[config.mk]
export PLATFORM = sky130hd
export DESIGN_NAME = uart_tx_arbiter_flat
export DESIGN_NICKNAME = d
export VERILOG_FILES = /design/src/rtl/uart_tx_arbiter_if.sv /design/src/rtl/uart_tx_arbiter.sv /design/src/flat_wrapper.sv
export SDC_FILE = /design/constraint.sdc
export NUM_CORES = 1
export LEC_CHECK = 0
export BUFFER_PORTS_ARGS = -buffer_cell sky130_fd_sc_hd__buf_2
export CAP_MARGIN = 20
export CORE_MARGIN = 4
export CORE_UTILIZATION = 35
export CTS_BUF_LIST = sky130_fd_sc_hd__clkbuf_4 sky130_fd_sc_hd__clkbuf_8 sky130_fd_sc_hd__clkbuf_16
export DETAILED_ROUTE_END_ITERATION = 10
export GPL_TIMING_DRIVEN = 0
export SLEW_MARGIN = 20
export SYNTH_ARGS = -nofsm -noshare
export SYNTH_HDL_FRONTEND = slang
export SYNTH_SLANG_ARGS = --single-unit
export TNS_END_PERCENT = 20
[constraint.sdc]
create_clock -name clk -period 7.2 [get_ports clk]
set_clock_uncertainty 0.1 [all_clocks]
set_input_delay 1.08 -clock clk [delete_from_list [all_inputs] [get_ports clk]]
set_output_delay 1.08 -clock clk [all_outputs]
set_load 0.005 [all_outputs]
[src/rtl/uart_tx_arbiter_if.sv]
// Bundle between the byte producers, the round-robin arbiter and the shared UART transmitter.
// The slave modport belongs to the arbiter; the master modport is the client/transmitter side.
interface uart_tx_arbiter_if #(
  parameter int NUM_REQ = 4,
  parameter int DATA_W  = 8,
  parameter int IDX_W   = 3
);
  logic [NUM_REQ-1:0]        req;
  logic [NUM_REQ*DATA_W-1:0] req_data;
  logic [NUM_REQ-1:0]        ack;
  logic                      tx_start;
  logic [DATA_W-1:0]         tx_data;
  logic                      tx_ready;
  logic                      busy;
  logic [IDX_W-1:0]          owner;
  logic                      done;

  modport master (
    output req, req_data, tx_ready,
    input  ack, tx_start, tx_data, busy, owner, done
  );

  modport slave (
    input  req, req_data, tx_ready,
    output ack, tx_start, tx_data, busy, owner, done
  );
endinterface

[src/rtl/uart_tx_arbiter.sv]
// Round-robin arbiter that lets NUM_REQ byte producers share one UART transmitter,
// granting one frame at a time and holding everyone else off until the stop bit is out.
//
// state       | meaning
// S_IDLE      | no frame in flight; grant the next requester once tx_ready is high
// S_LAUNCH    | tx_start and ack visible for this one cycle
// S_WAIT_BUSY | waiting for the transmitter to drop ready; times out after BUSY_TO cycles
// S_WAIT_DONE | frame on the wire; done pulses when ready rises again
module uart_tx_arbiter #(
  parameter int NUM_REQ = 4,
  parameter int DATA_W  = 8,
  parameter int IDX_W   = 3,
  parameter int BUSY_TO = 4
) (
  input logic              clk,
  input logic              rst,
  uart_tx_arbiter_if.slave bus
);

  localparam int TO_W = $clog2(BUSY_TO + 1);

  typedef enum logic [1:0] {
    S_IDLE,
    S_LAUNCH,
    S_WAIT_BUSY,
    S_WAIT_DONE
  } state_t;

  state_t              r_state;
  logic [IDX_W-1:0]    r_ptr;
  logic [TO_W-1:0]     r_to_cnt;
  logic [NUM_REQ-1:0]  r_ack;
  logic                r_start;
  logic [DATA_W-1:0]   r_data;
  logic                r_busy;
  logic [IDX_W-1:0]    r_owner;
  logic                r_done;

  logic [IDX_W-1:0]    w_sel;
  logic                w_any;
  int                  w_dist;
  int                  w_best;
  logic [DATA_W-1:0]   w_sel_data;
  logic [IDX_W-1:0]    w_ptr_next;

  // Winner is the set request with the smallest forward distance from the pointer.
  always_comb begin
    w_sel  = '0;
    w_any  = 1'b0;
    w_dist = 0;
    w_best = NUM_REQ;
    for (int j = 0; j < NUM_REQ; j++) begin
      if (bus.req[j]) begin
        w_dist = (j >= int'(r_ptr)) ? (j - int'(r_ptr)) : (j + NUM_REQ - int'(r_ptr));
        if (w_dist < w_best) begin
          w_best = w_dist;
          w_sel  = IDX_W'(j);
          w_any  = 1'b1;
        end
      end
    end
  end

  assign w_sel_data = bus.req_data[int'(w_sel)*DATA_W +: DATA_W];
  assign w_ptr_next = (r_owner == IDX_W'(NUM_REQ - 1)) ? '0 : r_owner + IDX_W'(1);

  always_ff @(posedge clk) begin
    if (rst) begin
      r_state  <= S_IDLE;
      r_ptr    <= '0;
      r_to_cnt <= '0;
      r_ack    <= '0;
      r_start  <= 1'b0;
      r_data   <= '0;
      r_busy   <= 1'b0;
      r_owner  <= '0;
      r_done   <= 1'b0;
    end else begin
      r_ack   <= '0;
      r_start <= 1'b0;
      r_done  <= 1'b0;
      case (r_state)
        S_IDLE: begin
          if (w_any && bus.tx_ready) begin
            r_owner <= w_sel;
            r_data  <= w_sel_data;
            r_start <= 1'b1;
            r_ack   <= NUM_REQ'(1) << w_sel;
            r_busy  <= 1'b1;
            r_state <= S_LAUNCH;
          end
        end
        S_LAUNCH: begin
          r_ptr    <= w_ptr_next;
          r_to_cnt <= TO_W'(BUSY_TO - 1);
          r_state  <= S_WAIT_BUSY;
        end
        S_WAIT_BUSY: begin
          // A transmitter that never drops ready lost the start; release the bus anyway.
          if (!bus.tx_ready) begin
            r_state <= S_WAIT_DONE;
          end else if (r_to_cnt == '0) begin
            r_done  <= 1'b1;
            r_busy  <= 1'b0;
            r_state <= S_IDLE;
          end else begin
            r_to_cnt <= r_to_cnt - TO_W'(1);
          end
        end
        S_WAIT_DONE: begin
          if (bus.tx_ready) begin
            r_done  <= 1'b1;
            r_busy  <= 1'b0;
            r_state <= S_IDLE;
          end
        end
        default: begin
          r_busy  <= 1'b0;
          r_state <= S_IDLE;
        end
      endcase
    end
  end

  assign bus.ack      = r_ack;
  assign bus.tx_start = r_start;
  assign bus.tx_data  = r_data;
  assign bus.busy     = r_busy;
  assign bus.owner    = r_owner;
  assign bus.done     = r_done;

endmodule

[src/flat_wrapper.sv]
// flat-port wrapper written by rule: the top's interface ports become plain ports
module uart_tx_arbiter_flat 
#(
  parameter int NUM_REQ = 4,
  parameter int DATA_W  = 8,
  parameter int IDX_W   = 3,
  parameter int BUSY_TO = 4
)
  (clk, rst, bus_req, bus_req_data, bus_tx_ready, bus_ack, bus_tx_start, bus_tx_data, bus_busy, bus_owner, bus_done);
  uart_tx_arbiter_if #(.NUM_REQ(NUM_REQ), .DATA_W(DATA_W), .IDX_W(IDX_W)) bus_i ();
  input logic clk;
  input logic rst;
  input wire logic [$bits(bus_i.req)-1:0] bus_req;
  input wire logic [$bits(bus_i.req_data)-1:0] bus_req_data;
  input wire logic [$bits(bus_i.tx_ready)-1:0] bus_tx_ready;
  output wire logic [$bits(bus_i.ack)-1:0] bus_ack;
  output wire logic [$bits(bus_i.tx_start)-1:0] bus_tx_start;
  output wire logic [$bits(bus_i.tx_data)-1:0] bus_tx_data;
  output wire logic [$bits(bus_i.busy)-1:0] bus_busy;
  output wire logic [$bits(bus_i.owner)-1:0] bus_owner;
  output wire logic [$bits(bus_i.done)-1:0] bus_done;
  assign bus_i.req = bus_req;
  assign bus_i.req_data = bus_req_data;
  assign bus_i.tx_ready = bus_tx_ready;
  assign bus_ack = bus_i.ack;
  assign bus_tx_start = bus_i.tx_start;
  assign bus_tx_data = bus_i.tx_data;
  assign bus_busy = bus_i.busy;
  assign bus_owner = bus_i.owner;
  assign bus_done = bus_i.done;
  uart_tx_arbiter #(.NUM_REQ(NUM_REQ), .DATA_W(DATA_W), .IDX_W(IDX_W), .BUSY_TO(BUSY_TO)) u_core (.clk(clk), .rst(rst), .bus(bus_i));
endmodule
Word level (Yosys, flattened, before mapping)
Index checks and enable logic that the tools add are counted.
{"block": "classes", "n_div": 0, "eq_ne": 10, "n_reduce_logical": 11, "n_bitwise": 2, "addsub": 10, "mux": 43, "shift": 2, "mul": 0, "magnitude_cmp": 8}
{"cell": "$mux W32", "count": 10}
{"cell": "$lt A32 B32 Y1", "count": 3}
{"cell": "$lt A32 B4 Y1 const B", "count": 1}
{"cell": "$shiftx A32 B7 Y8", "count": 1}
{"cell": "$mux W3", "count": 8}
{"cell": "$mux W1", "count": 17}
{"cell": "$sub A3 B3 Y4 const A", "count": 4}
{"cell": "$mux W2", "count": 4}
{"cell": "$pmux W2 S4", "count": 1}
{"cell": "$sub A1 B3 Y4 const A", "count": 2}
{"cell": "$sub A2 B3 Y4 const A", "count": 2}
{"cell": "$ge A1 B3 Y1 const A", "count": 2}
{"cell": "$ge A2 B3 Y1 const A", "count": 2}
{"cell": "$ne A2 B2 Y1 const B", "count": 3}
{"cell": "$pmux W3 S2", "count": 1}
{"cell": "$reduce_and A3 Y1", "count": 2}
{"cell": "$reduce_and A5 Y1", "count": 1}
{"cell": "$eq A2 B2 Y1 const B", "count": 2}
{"cell": "$ne A2 B1 Y1 const B", "count": 2}
{"cell": "$shl A1 B3 Y4 const A", "count": 1}
{"cell": "$add A3 B1 Y3 const B", "count": 1}
{"cell": "$eq A3 B2 Y1 const B", "count": 1}
{"cell": "$logic_not A3 Y1", "count": 1}
{"cell": "$ne A3 B2 Y1 const B", "count": 1}
{"cell": "other kinds (12)", "count": 13}
{"block": "totals", "wordCells": 95, "out_inout_bits": 18, "rom_bits": 0, "register_bits": 26, "memories": 0, "ramBits": 0, "latch_bits": 0, "input_bits": 39}

Longest topological paths before layout
{"block": "logic_depth", "depth_word": 17, "depth_mapped": 24, "depth_no_buf": 21}

Worst setup path after synthesis
No wires, ideal clock.
{"block": "synth_path", "path_kind": "input port to flip-flop", "from": "input bus_req[0]", "to": "register u_core.r_data[0], in the netlist u_core.bus.tx_data[0]", "slack_ns": 1.639, "setup_ns": 0.088, "n_path_buf": 6, "required_ns": 7.012, "arrival_time_ns": 5.373, "cell_stages": 23, "cell_sequence": "buf_6 -> clkbuf_1 -> ha_1 -> a211o_1 -> a31o_1 -> a21o_1 -> buf_2 -> nand2b_1 -> ha_1 -> nor4_1 -> o21ai_0 -> a21boi_1 -> buf_6 -> buf_6 -> mux2_1 -> ha_1 -> nand2b_1 -> a21boi_0 -> a311oi_2 -> o32ai_4 -> buf_6 -> nand2_2 -> a311oi_2"}
{"block": "synth_via", "elab_chain_len": 12, "elab_cells_between_ends": 24, "cone_classes": "order compare (3); shift (1); mux (18); reduce/logical (2)"}
{"element": "start: declaration", "line_no": "flat_wrapper.sv:13", "rtl": "input wire logic [$bits(bus_i.req)-1:0] bus_req;"}
{"element": "parallel branches: the longest is 12 deep, another holds $lt A32 B32 Y1"}
{"element": "end signal: assignment", "line_no": "uart_tx_arbiter.sv:86", "rtl": "r_data <= w_sel_data;"}
{"element": "end: declaration", "line_no": "uart_tx_arbiter.sv:34", "rtl": "logic [DATA_W-1:0] r_data;"}
Several ways; the timed one is not identified.
A chain may end at the register's enable or synchronous reset.

Final worst setup path
{"block": "layout_path", "from": "input bus_req[0]", "to": "register u_core.r_data[7], in the netlist u_core.bus.tx_data[7]"}
Same word-level chain as after synthesis.

==> impl_metrics.tcl <==
set metrics [dict create \
    status "finished clean" \
    dr.first_iter.drc_count 40 \
    insertion_delay_ns 0.27 \
    netlist_area_um2 1700 \
    seq_area_frac_synth_pct 28.3 \
    clockRootBuffer "clkbuf_8" \
    min_path_type "flop to flop" \
    vdd_drop_max_mv 0.132 \
    synth_edf_count 0 \
    route.detailed.drc 0 \
    synth_cell_type_count 45 \
    htree_levels 1 \
    gp_congestion 0.795 \
    wl_per_cell_um 12.7 \
    fp-row-count 25 \
    num_vias 1469 \
    ant_nets 0 \
    postSynthCellCount 185 \
    r2r_slack_ns 1.52 \
    clk_path_buf_depth 2 \
    cp_max_fo 10 \
    dpl-instance-area_um2 2070 \
    cts_hold_buf 0 \
    period_share_pct 81.9 \
    r2r_cells 24 \
    leakagePower_nw 1.01 \
    cp.arrival_ns 5.98 \
    drive_gt1_share_pct 35.9 \
    maxSlewHeadroom_pct 53.7 \
    cp-end-kind "flop" \
    start_util_pct 36.0 \
    ys_seq_elements 24 \
    timing.rr.end "u_core.bus.tx_data[7]" \
    critPathSlowestCell "o32ai_4" \
    cap_violations 0 \
    final-setup-viol-count 0 \
    final_cell_mix "57 x buf_2, 30 x nor2_1, 24 x dfxtp_1, 14 x ha_1" \
    core_um2 4720 \
    hold_start "u_core.r_to_cnt[0]" \
    crit_type "input pin to flop" \
    die_h_um 77.7 \
    cts.reportedPaths.clkPinSlew_ns 0.09 \
    worstHoldEndpoint "u_core.r_to_cnt[0]" \
    met1_length_um 1950 \
    yosysWarnings 0 \
    drt-total-wl_um 3990 \
    cp.required_ns 7.28 \
    io-pin-count 57 \
    synth-async-reset-ratio_pct 0 \
    grt_usage_pct 13.5 \
    post_cts_buffers 0 \
    wl_met2_um 1890 \
    antenna_found_initial 0 \
    port-buffer-count 54 \
    dieArea_um2 6030 \
    top_layer "met4" \
    die_x_um 77.7 \
    cts_made_buffers 3 \
    grt_pass1_wl_um 6760 \
    final_common_cell "buf_2" \
    tightest_slew_ns 0.694 \
    diodes 0 \
    path_delay_family "compound AO/OA/AOI/OAI gates" \
    final_area_um2 2140 \
    cp-start-kind "input pin" \
    rsz0062_at_grt "no" \
    grt_pass1_vias 1449 \
    vias_per_cell 4.66 \
    hold_violations 0 \
    path_buf_inv 6 \
    nFillCells 469 \
    hpwl_um 3140 \
    grt-ovfl-total 0 \
    crit_path_frequent_cell "buf_6" \
    timing.setup.tns_ns 0 \
    synthFlopType "dfxtp_1" \
    final_nets 302 \
    areaGrowthSynthToFinish_pct 26.1 \
    drv_slew 0 \
    postSynthAreaPerCell_um2 9.18 \
    fmax_mhz 170 \
    hold_depth 1 \
    power_density_nw_per_um2 198 \
    cts_tree "yes" \
    cp_slowest_stage_delay_ns 0.51 \
    min_period_ns 5.90 \
    r2r-start "u_core.r_ptr[0]" \
    clock_sinks 24 \
    wl_met3_um 123 \
    firstDrtPassIters 4 \
    grt_max_degree 15 \
    post_cts_resize_count 0 \
    path_cells "buf_6 -> clkbuf_1 -> ha_1 -> a211o_1 -> a31o_1 -> a21o_1 -> buf_2 -> nand2b_1 -> ha_1 -> nor4_1 -> o21ai_0 -> a21boi_1 -> buf_6 -> buf_6 -> mux2_1 -> ha_1 -> nand2b_1 -> a21boi_0 -> a311oi_2 -> o32ai_4 -> buf_6 -> nand2_1 -> a311oi_2" \
]
==> where the power goes <==
part           switching [mW]  internal [mW]
Combinational          0.0811         0.0714
Sequential            0.00761          0.146
Clock                  0.0438         0.0744
Total                   0.132          0.292
==> registers in the layout, indices dropped and copies added (netlist names) <==
name	cells
u_core.bus.ack	4
u_core.bus.busy	1
u_core.bus.done	1
u_core.bus.owner	2
u_core.bus.tx_data	8
u_core.bus.tx_start	1
u_core.r_ptr	2
u_core.r_state	2
u_core.r_to_cnt	3
==> synth_stat cells, drive strengths merged (2+ instances only) <==
cell	count	share of area (%)
mux2i	9	5.3
inv	8	1.8
nand2	15	4.3
dfxtp	24	28
nor3	3	0.88
a211o	8	4.1
a21boi	2	0.88
o41ai	2	2.6
nand3b	3	1.3
nor3b	2	0.88
nor2	30	6.6
ha	14	10
conb	2	0.44
o21ai	3	1.1
o21a	2	0.88
nand2b	3	1.1
nor2b	3	1.1
and2	5	1.8
a311oi	9	8.0
buf	10	4.4
a21oi	9	2.7
clkbuf	2	0.44
nor4	2	0.74
a211oi	3	1.6
==> per-layer routing <==
metal  vias to the layer above  GRT usage (%)
li1                        777              -
met1                       661           18.4
met2                        27           22.6
met3                         4           2.55
met4                         0           2.14
met5                         -              0
==> through the flow <==
stage / std cells / hold slack, ns / power, mW / util (%) / worst slack (ns)
floorplan: 190 / 0.343 / 0.266 / - / 1.64
global placement: 311 / 0.360 / 0.308 / 43.9 / 1.11
detailed placement: 311 / 0.368 / 0.310 / 43.9 / 1.02
CTS: 315 / 0.383 / 0.429 / 45.4 / 1.29
global route: 315 / 0.399 / 0.453 / 45.4 / 1.00
finish: 315 / 0.377 / 0.425 / 45.4 / 1.30
==> area by class of cell <==
class                   count  area [um2]  area share, %
multi-input cells         146        1120           52.5
flip-flops and latches     24         480           22.4
repair buffers             54         270           12.6
well taps                  67        83.8           3.91
plain buffers              12        82.6           3.85
clock buffers               3        41.3           1.93
clock inverters             1        30.0           1.40
inverters                   8        30.0           1.40
==> kinds of logic (layout without fill, tap and decap cells) <==
logic type	after synthesis	count (layout)	synth area share, %
simple gates	70	70	21.5
other cells	2	7	0.442
buf+inv	20	78	6.63
xor+xnor	1	1	0.516
flops	24	24	28.3
fa+ha+maj	14	14	10.3
compound gates	44	44	26.4
mux	10	10	5.96
==> worst max-delay path by stage <==
stage,slack (ns),depth (start not counted),from,endpoint
floorplan,1.64,23,bus_req[0],u_core.bus.tx_data[0]
global placement,1.11,23,bus_req[0],u_core.bus.tx_data[6]
detailed placement,1.02,23,bus_req[0],u_core.bus.tx_data[7]
CTS,1.29,23,bus_req[0],u_core.bus.tx_data[7]
global route,1.00,23,bus_req[0],u_core.bus.tx_data[4]
finish,1.30,23,bus_req[0],u_core.bus.tx_data[7]
No activity file was read; power rests on OpenSTA's default activity.
